<file path="src/rtl/bwd_ready_fifo_if.sv">
// bwd_ready_fifo_if: ready/valid link; master drives data/valid, slave drives ready.
interface bwd_ready_fifo_if #(parameter int DATA_WIDTH = 8);
    logic [DATA_WIDTH-1:0] data;
    logic                  valid;
    logic                  ready;
    modport master (output data, valid, input ready);
    modport slave  (input data, valid, output ready);
endinterface

</file>
<file path="src/rtl/bwd_ready_fifo.sv">
// bwd_ready_fifo: DEPTH-entry ready/valid buffer whose upstream ready depends only on registered occupancy.
// Optional BWD_READY_FIFO_BYPASS_EN passes a beat straight through when empty and downstream is ready.
module bwd_ready_fifo #(
    parameter int DATA_WIDTH = 8,
    parameter int DEPTH      = 4
) (
    input  logic                   clk,
    input  logic                   rst,
    bwd_ready_fifo_if.slave        up,
    bwd_ready_fifo_if.master       dn,
    output logic [$clog2(DEPTH):0] level
);
    localparam int AW = $clog2(DEPTH);
    logic [DATA_WIDTH-1:0] mem [DEPTH];
    logic [AW-1:0] wr_ptr_q, wr_ptr_d, rd_ptr_q, rd_ptr_d;
    logic [AW:0]   level_q, level_d;
    logic          empty, push, pop, wr, rd;
    always_comb begin
        empty    = level_q == '0;
        // Only level_q and rst feed ready, so out_ready never reaches the producer combinationally.
        up.ready = !rst && level_q != (AW+1)'(DEPTH);
        push     = up.valid && up.ready;
`ifdef BWD_READY_FIFO_BYPASS_EN
        dn.valid = !rst && (!empty || push);
        dn.data  = !dn.valid ? '0 : empty ? up.data : mem[rd_ptr_q];
        pop      = dn.valid && dn.ready;
        wr       = push && !(empty && dn.ready);
        rd       = pop && !empty;
`else
        dn.valid = !rst && !empty;
        dn.data  = dn.valid ? mem[rd_ptr_q] : '0;
        pop      = dn.valid && dn.ready;
        wr       = push;
        rd       = pop;
`endif
        level_d  = level_q + (AW+1)'(wr) - (AW+1)'(rd);
        wr_ptr_d = wr_ptr_q + AW'(wr);
        rd_ptr_d = rd_ptr_q + AW'(rd);
        level    = level_q;
    end
    always_ff @(posedge clk) begin
        if (rst) begin
            wr_ptr_q <= '0;
            rd_ptr_q <= '0;
            level_q  <= '0;
        end else begin
            wr_ptr_q <= wr_ptr_d;
            rd_ptr_q <= rd_ptr_d;
            level_q  <= level_d;
        end
    end
    always_ff @(posedge clk) begin
        if (wr) mem[wr_ptr_q] <= up.data;
    end
endmodule

</file>
<file path="src/flat_wrapper.sv">
// flat-port wrapper written by rule: the top's interface ports become plain ports
module bwd_ready_fifo_flat 
#(
    parameter int DATA_WIDTH = 8,
    parameter int DEPTH      = 4
)
  (clk, rst, level, up_data, up_valid, up_ready, dn_data, dn_valid, dn_ready);
  bwd_ready_fifo_if #(.DATA_WIDTH(DATA_WIDTH)) up_i ();
  bwd_ready_fifo_if #(.DATA_WIDTH(DATA_WIDTH)) dn_i ();
  input  logic clk;
  input  logic rst;
  output logic [$clog2(DEPTH):0] level;
  input wire logic [$bits(up_i.data)-1:0] up_data;
  input wire logic [$bits(up_i.valid)-1:0] up_valid;
  output wire logic [$bits(up_i.ready)-1:0] up_ready;
  output wire logic [$bits(dn_i.data)-1:0] dn_data;
  output wire logic [$bits(dn_i.valid)-1:0] dn_valid;
  input wire logic [$bits(dn_i.ready)-1:0] dn_ready;
  assign up_i.data = up_data;
  assign up_i.valid = up_valid;
  assign up_ready = up_i.ready;
  assign dn_data = dn_i.data;
  assign dn_valid = dn_i.valid;
  assign dn_i.ready = dn_ready;
  bwd_ready_fifo #(.DATA_WIDTH(DATA_WIDTH), .DEPTH(DEPTH)) u_core (.clk(clk), .rst(rst), .up(up_i), .dn(dn_i), .level(level));
endmodule
</file>
<file path="config.mk">
export PLATFORM = sky130hd
export DESIGN_NAME = bwd_ready_fifo_flat
export DESIGN_NICKNAME = d
export VERILOG_FILES = /design/src/rtl/bwd_ready_fifo_if.sv /design/src/rtl/bwd_ready_fifo.sv /design/src/flat_wrapper.sv
export SDC_FILE = /design/constraint.sdc
export NUM_CORES = 1
export LEC_CHECK = 0
export ABC_AREA = 1
export CAP_MARGIN = 0
export CORE_UTILIZATION = 40
export DETAILED_ROUTE_END_ITERATION = 10
export GPL_TIMING_DRIVEN = 0
export PLACE_DENSITY = 0.62
export SYNTH_ARGS = -nofsm -noshare
export SYNTH_HDL_FRONTEND = slang
export SYNTH_SLANG_ARGS = --single-unit
</file>
<file path="constraint.sdc">
create_clock -name clk -period 4.32 [get_ports clk]
set_input_delay 0.864 -clock clk [delete_from_list [all_inputs] [get_ports clk]]
set_output_delay 0.864 -clock clk [all_outputs]
set_load 0.005 [all_outputs]
</file>
* After elaboration in Yosys (flattened, before gate mapping)
Memories as Yosys holds them, arrays and structs flattened. A register that Yosys moved wholly into a read port is not among the register bits.
Cells that the tools add are included.
** Cells by class
- Add/subtract/negate cells :: 4
- Equality and inequality tests :: 1
- Mux-type cells :: 4
- Reductions and logical operators :: 7
** Operator list (count)
- $mux W8 :: 1
- $add A2 B1 Y2 :: 2
- $logic_and A1 B1 Y1 :: 4
- $add A3 B1 Y3 :: 1
- $logic_not A3 Y1 :: 1
- $ne A3 B3 Y1 const B :: 1
- $sub A3 B1 Y3 :: 1
- $logic_not A1 Y1 :: 2
- $mux W1 :: 2
- $mux W2 :: 1
** Storage, ports and cells
- Register bits :: 7
- Memory bits (writable) :: 32
- Input port bits :: 12
- Memories :: 1
** Memories
- u_core.mem :: words 4, width 8, read ports 1, clocked after Yosys merged registers in 1, wr ports 1, line bwd_ready_fifo.sv:14 : logic [DATA_WIDTH-1:0] mem [DEPTH];

* Longest topological paths before layout
Gate-level depths: netlist of the first run.
- Depth after elaboration :: 6
- Gate-level depth with buffers :: 11
- Gate-level depth less buffers :: 11

* Least setup slack after synthesis of the first run
Ideal clock, no wire load.
- Path kind :: in2reg
- From :: input rst
- To :: register u_core.level_q[2] (netlist: u_core.level[2])
- Setup time :: 0.070 ns
- Arrival time :: 2.450 ns
- Required time :: 4.250 ns
- Setup slack :: 1.801 ns
- Stages on the path :: 11
- Path buffers :: 1
- Cells stage by stage :: buf_2 > inv_1 > nand2_1 > nor2_1 > ha_1 > inv_1 > ha_1 > fa_1 > inv_1 > nand3_1 > a21oi_1
** Between the ends
- Longest elaborated chain between the ends :: 5
** RTL lines
- from (decl) :: line flat_wrapper.sv:11 : input logic rst;
- $logic_not A1 Y1 :: line bwd_ready_fifo.sv:21, bwd_ready_fifo.sv:30
- $logic_and A1 B1 Y1 :: line bwd_ready_fifo.sv:21 : up.ready = !rst && level_q != (AW+1)'(DEPTH);
- $logic_and A1 B1 Y1 :: line bwd_ready_fifo.sv:22 : push = up.valid && up.ready;
- $add A3 B1 Y3 :: line bwd_ready_fifo.sv:36 : level_d = level_q + (AW+1)'(wr) - (AW+1)'(rd);
- $sub A3 B1 Y3 :: line bwd_ready_fifo.sv:36
- to (signal assigned) :: line bwd_ready_fifo.sv:49 : level_q <= level_d;
- to (decl) :: line bwd_ready_fifo.sv:16 : logic [AW:0] level_q, level_d;
Several ways; a longest one is shown, not always the timed one.
A chain may end at the register's enable or synchronous reset.

* Final worst setup path of the first run
- From :: input rst
- To :: output dn_data[4]
** Between the ends
- Longest elaborated chain between the ends :: 3
** RTL lines
- $logic_not A1 Y1 :: line bwd_ready_fifo.sv:30 : dn.valid = !rst && !empty;
- $logic_and A1 B1 Y1 :: line bwd_ready_fifo.sv:30
- $mux W8 :: line bwd_ready_fifo.sv:31 : dn.data = dn.valid ? mem[rd_ptr_q] : '0;
- to (decl) :: line flat_wrapper.sv:16 : output wire logic [$bits(dn_i.data)-1:0] dn_data;
Every way passes these cells.

==> summary.md, run 1 <==
| Metric | Value |
|---|---|
| Outcome | completed |
| CTS clock-pin slew for the worst setup and hold paths | around 0.07 ns |
| Register area share after synthesis | 61.9% |
| Largest family of logic cells by synthesized area | simple AND/OR/NAND/NOR gates |
| Static Leakage | approximately 0.97 nW |
| Fmax | ~330 MHz |
| Max-Cap Viols | 0 |
| Clk_lat worst skew | 0.29 ns |
| CTS H-tree lvls | 2 |
| Post-synthesis mux area share | 0% |
| Vias in the first global route | 985 |
| Remaining Overflow, GRT | 0 |
| Crit path largest cell delay | 0.53 ns |
| Antenna-violating nets left | 0 |
| Post-Layout Cell Count | 264 |
| Hpwl dp | between 1.5 and 2 mm |
| Die height | about 69 um |
| Clk_skew | ~0.0025 ns |
| Final core utilization | between 50% and 60% |
| Post-synth top flop | edfxtp_1 |
| Slew Limit Fails | 0 |
| Hold slack | ~0.57 ns |
| Longest Clk Path Bufs | 2 |
| HP Start | u_core.wr_ptr_q[1] |
| Synth top area cells | edfxtp_1 (54%), inv_1 (10%), nand2_1 (8.6%), dfxtp_1 (7.9%), nand3_1 (4.8%) |
| Post-synth EDFFs | 32 |
| Clock sinks | 39 |
| Port bufs | 23 |
| Final net count | 230 |
| Hold_buf cts | 0 |
| Post-Route WL | roughly 3.1 mm |
| Ports | 25 |
| Post-synthesis compound-gate area fraction | 3.02% |
| Post-Syn Area | 1780 um^2 |
| Die area | 4720 um^2 |
| Post-Syn Nets | 200 |
| Core area | 4140 um^2 |
| Post-Place Worst Slack | 1.28 ns |
| Pwr Total | a little over 1 mW |
| CP Launch Point | rst |
| Post-DP Area | between 2000 and 2500 um^2 |
| Diodes inserted | 0 |
| DRC viols | 0 |
| Drt pass-1 iters | 4 |
| Final setup fails | 0 |
| Final-layout fill cell count | around 400 |
| Inst Count DP | around 260 |
| Final hold vios | 0 |
| Crit-path cells | buf_2 > inv_1 > nand2_1 > a21oi_1 > clkdlybuf4s50_1 |
| Layout area overhead | 22.5% |
| Worst path required time | around 3.5 ns |
| Setup bufs post-CTS | 0 |
| Syn Inst Count | ~180 |
| Final min period | around 3.0 ns |
| Gates resized, CTS repair | 0 |
| GPL Wtd Cong | 0.681 |
| Root Buffer | clkbuf_8 |
| Critical Path AT | between 2 and 2.5 ns |
| Share of cells above drive strength 1 | 7.48% |
| Drt initial violations | 23 |
| HP Class | flip-flop to flip-flop |
| Crit path kind | primary input to output pin |
| TritonCTS Buffers | 5 |
| Largest net degree at the start of global routing | 13 |
| Overall routing resource usage | 15.3% |
| TritonCTS clock tree | built |
| Simple-gate portion of the synthesized area | approximately 17% |
| Worst VDD drop | ~0.22 mV |
| Final TNS setup | 0 ns |
| Starting Density | 42.9% |
| Post-synthesis average cell area | slightly below 10 um^2 |
| Post-Synth XOR/XNOR Area | less than 1% |
| Worst setup margin | approximately 1.3 ns |
| CP max-delay cell | clkdlybuf4s50_1 |
| Fin area | 2180 um^2 |
| Vias/cell | ~4.4 |
| Actual slew at the worst max-slew pin | around 0.83 ns |
| Crit share post-route | 70.1% |
| Synth Register Bits | 39 |
| Pwr Density | about 480 nW/um^2 |
| Post-synth top area share | ~54% |
| Routed wire per std cell | around 12 um |
| Ys Warns | 0 |
| Yosys cell types | 16 |
| CP Launch Type | primary input |
| Slew headroom | 44.5% |
| CP endpoint kind | output pin |
| Die width | approximately 70 um |
| Adder-Cell Fraction of Synth Area | 3.94% |
| Worst R2R Setup Slack | 2.01 ns |
| First-pass GRT wire length | ~4.7 mm |
| Worst r2r src | u_core.level[1] |
| Critical Path Fanout Max | 10 |
| Async set-reset flop share out of synthesis | 0% |
| Num rows | 23 |
| Vias | around 1.2k |
| Antenna violations before repair | 0 |
| RSZ-0062 raised after global routing | false |
| Area leader, netlist | edfxtp_1 |
## routing by layer
layer | global-route usage (%) | up-vias | share of wire (%)
met5 | 0 | - | 0
met4 | 9.18 | 0 | 2.8
met3 | 3.95 | 7 | 4.1
met2 | 24.6 | 22 | 46
met1 | 18.4 | 509 | 47
li1 | - | 624 | -
## critical path, delay by kind of cell
family | cells | cell delay [ns]
AND/OR/NAND/NOR | 1 | 0.27
buffers and inverters | 3 | 0.75
AO/OA/AOI/OAI | 1 | 0.27
## cells in the final DEF, fill, tap and decap left out, types with 4 or more instances in the layout
cell             synthesis  routed
edfxtp_1                32      32
clkbuf_8                 0       5
a21oi_1                  9       9
dfxtp_1                  7       7
ha_1                     4       4
nor2_1                  12      12
nand2_1                 41      41
nand3_1                 17      17
clkdlybuf4s50_1          0      23
inv_1                   49      49
## registers in the layout, indices dropped and copies added (netlist names)
name / cells
u_core.wr_ptr_q: 2
u_core.rd_ptr_q: 2
u_core.level: 3
u_core.mem: 32
## synthesized netlist by cell type (2+ instances only)
master,instances
nand3_1,17
dfxtp_1,7
ha_1,4
a21oi_1,9
nand2_1,41
buf_2,2
buf_6,2
edfxtp_1,32
nor2_1,12
xnor2_1,2
inv_1,49
nand2_2,2
## worst paths after layout
path / depth (start not counted) / end
setup / recovery: 5 / dn_data[4]
hold / removal: 2 / u_core.wr_ptr_q[1]
setup reg to reg: 11 / u_core.level[2]
hold reg to reg: 2 / u_core.wr_ptr_q[1]
## where the power goes
| part | internal (mW) | total (mW) | leakage [nW] | switching [mW] |
|---|---|---|---|---|
| logic | 0.143 | 0.295 | 0.564 | 0.153 |
| registers | 0.437 | 0.454 | 0.348 | 0.0173 |
| clock network | 0.169 | 0.290 | 0.0556 | 0.121 |
| total | 0.749 | 1.04 | 0.967 | 0.291 |
## cell type report
cell class / count / area, um^2 / area share (%)
Clock inverter: 3 / 38.8 / 1.78
Multi-Input combinational cell: 89 / 438 / 20.1
Buffer: 5 / 47.5 / 2.18
Sequential cell: 39 / 1100 / 50.5
Inverter: 50 / 193 / 8.84
Tap cell: 50 / 62.6 / 2.87
Timing Repair Buffer: 23 / 230 / 10.6
Clock buffer: 5 / 68.8 / 3.16
## logic make-up (layout without fill, tap and decap cells)
| group | after synthesis | in the layout |
|---|---|---|
| adders and majority gates | 5 | 5 |
| and+or+nand+nor | 72 | 72 |
| buffers and inverters | 55 | 86 |
| xor gates and xnor gates | 2 | 2 |
| AOI/OAI and AO/OA | 10 | 10 |
| DFF | 39 | 39 |
(Power assumes the default switching activity.)
==> run 2, diff against run 1 <==
==> constraint.sdc (replaced) <==
create_clock -name clk -period 2.8 [get_ports clk]
set_input_delay 0.56 -clock clk [delete_from_list [all_inputs] [get_ports clk]]
set_output_delay 0.56 -clock clk [all_outputs]
set_load 0.005 [all_outputs]
==> results of run 2 <==
Same layout as run 1 (identical final DEF). Status: completed.
Among the figures that moved: setup slack after placement 1.28 ns -> 0.216 ns; setup slack after layout 1.29 ns -> 0.337 ns; hold slack 0.574 ns -> 0.555 ns; start point of the critical path rst -> u_core.level[2]; register-to-register setup slack 2.01 ns -> 0.49 ns; end point of the worst hold path u_core.wr_ptr_q[1] -> u_core.wr_ptr_q[0]; total power 1.04 mW -> 1.60 mW; worst IR drop on VDD 0.221 mV -> 0.341 mV
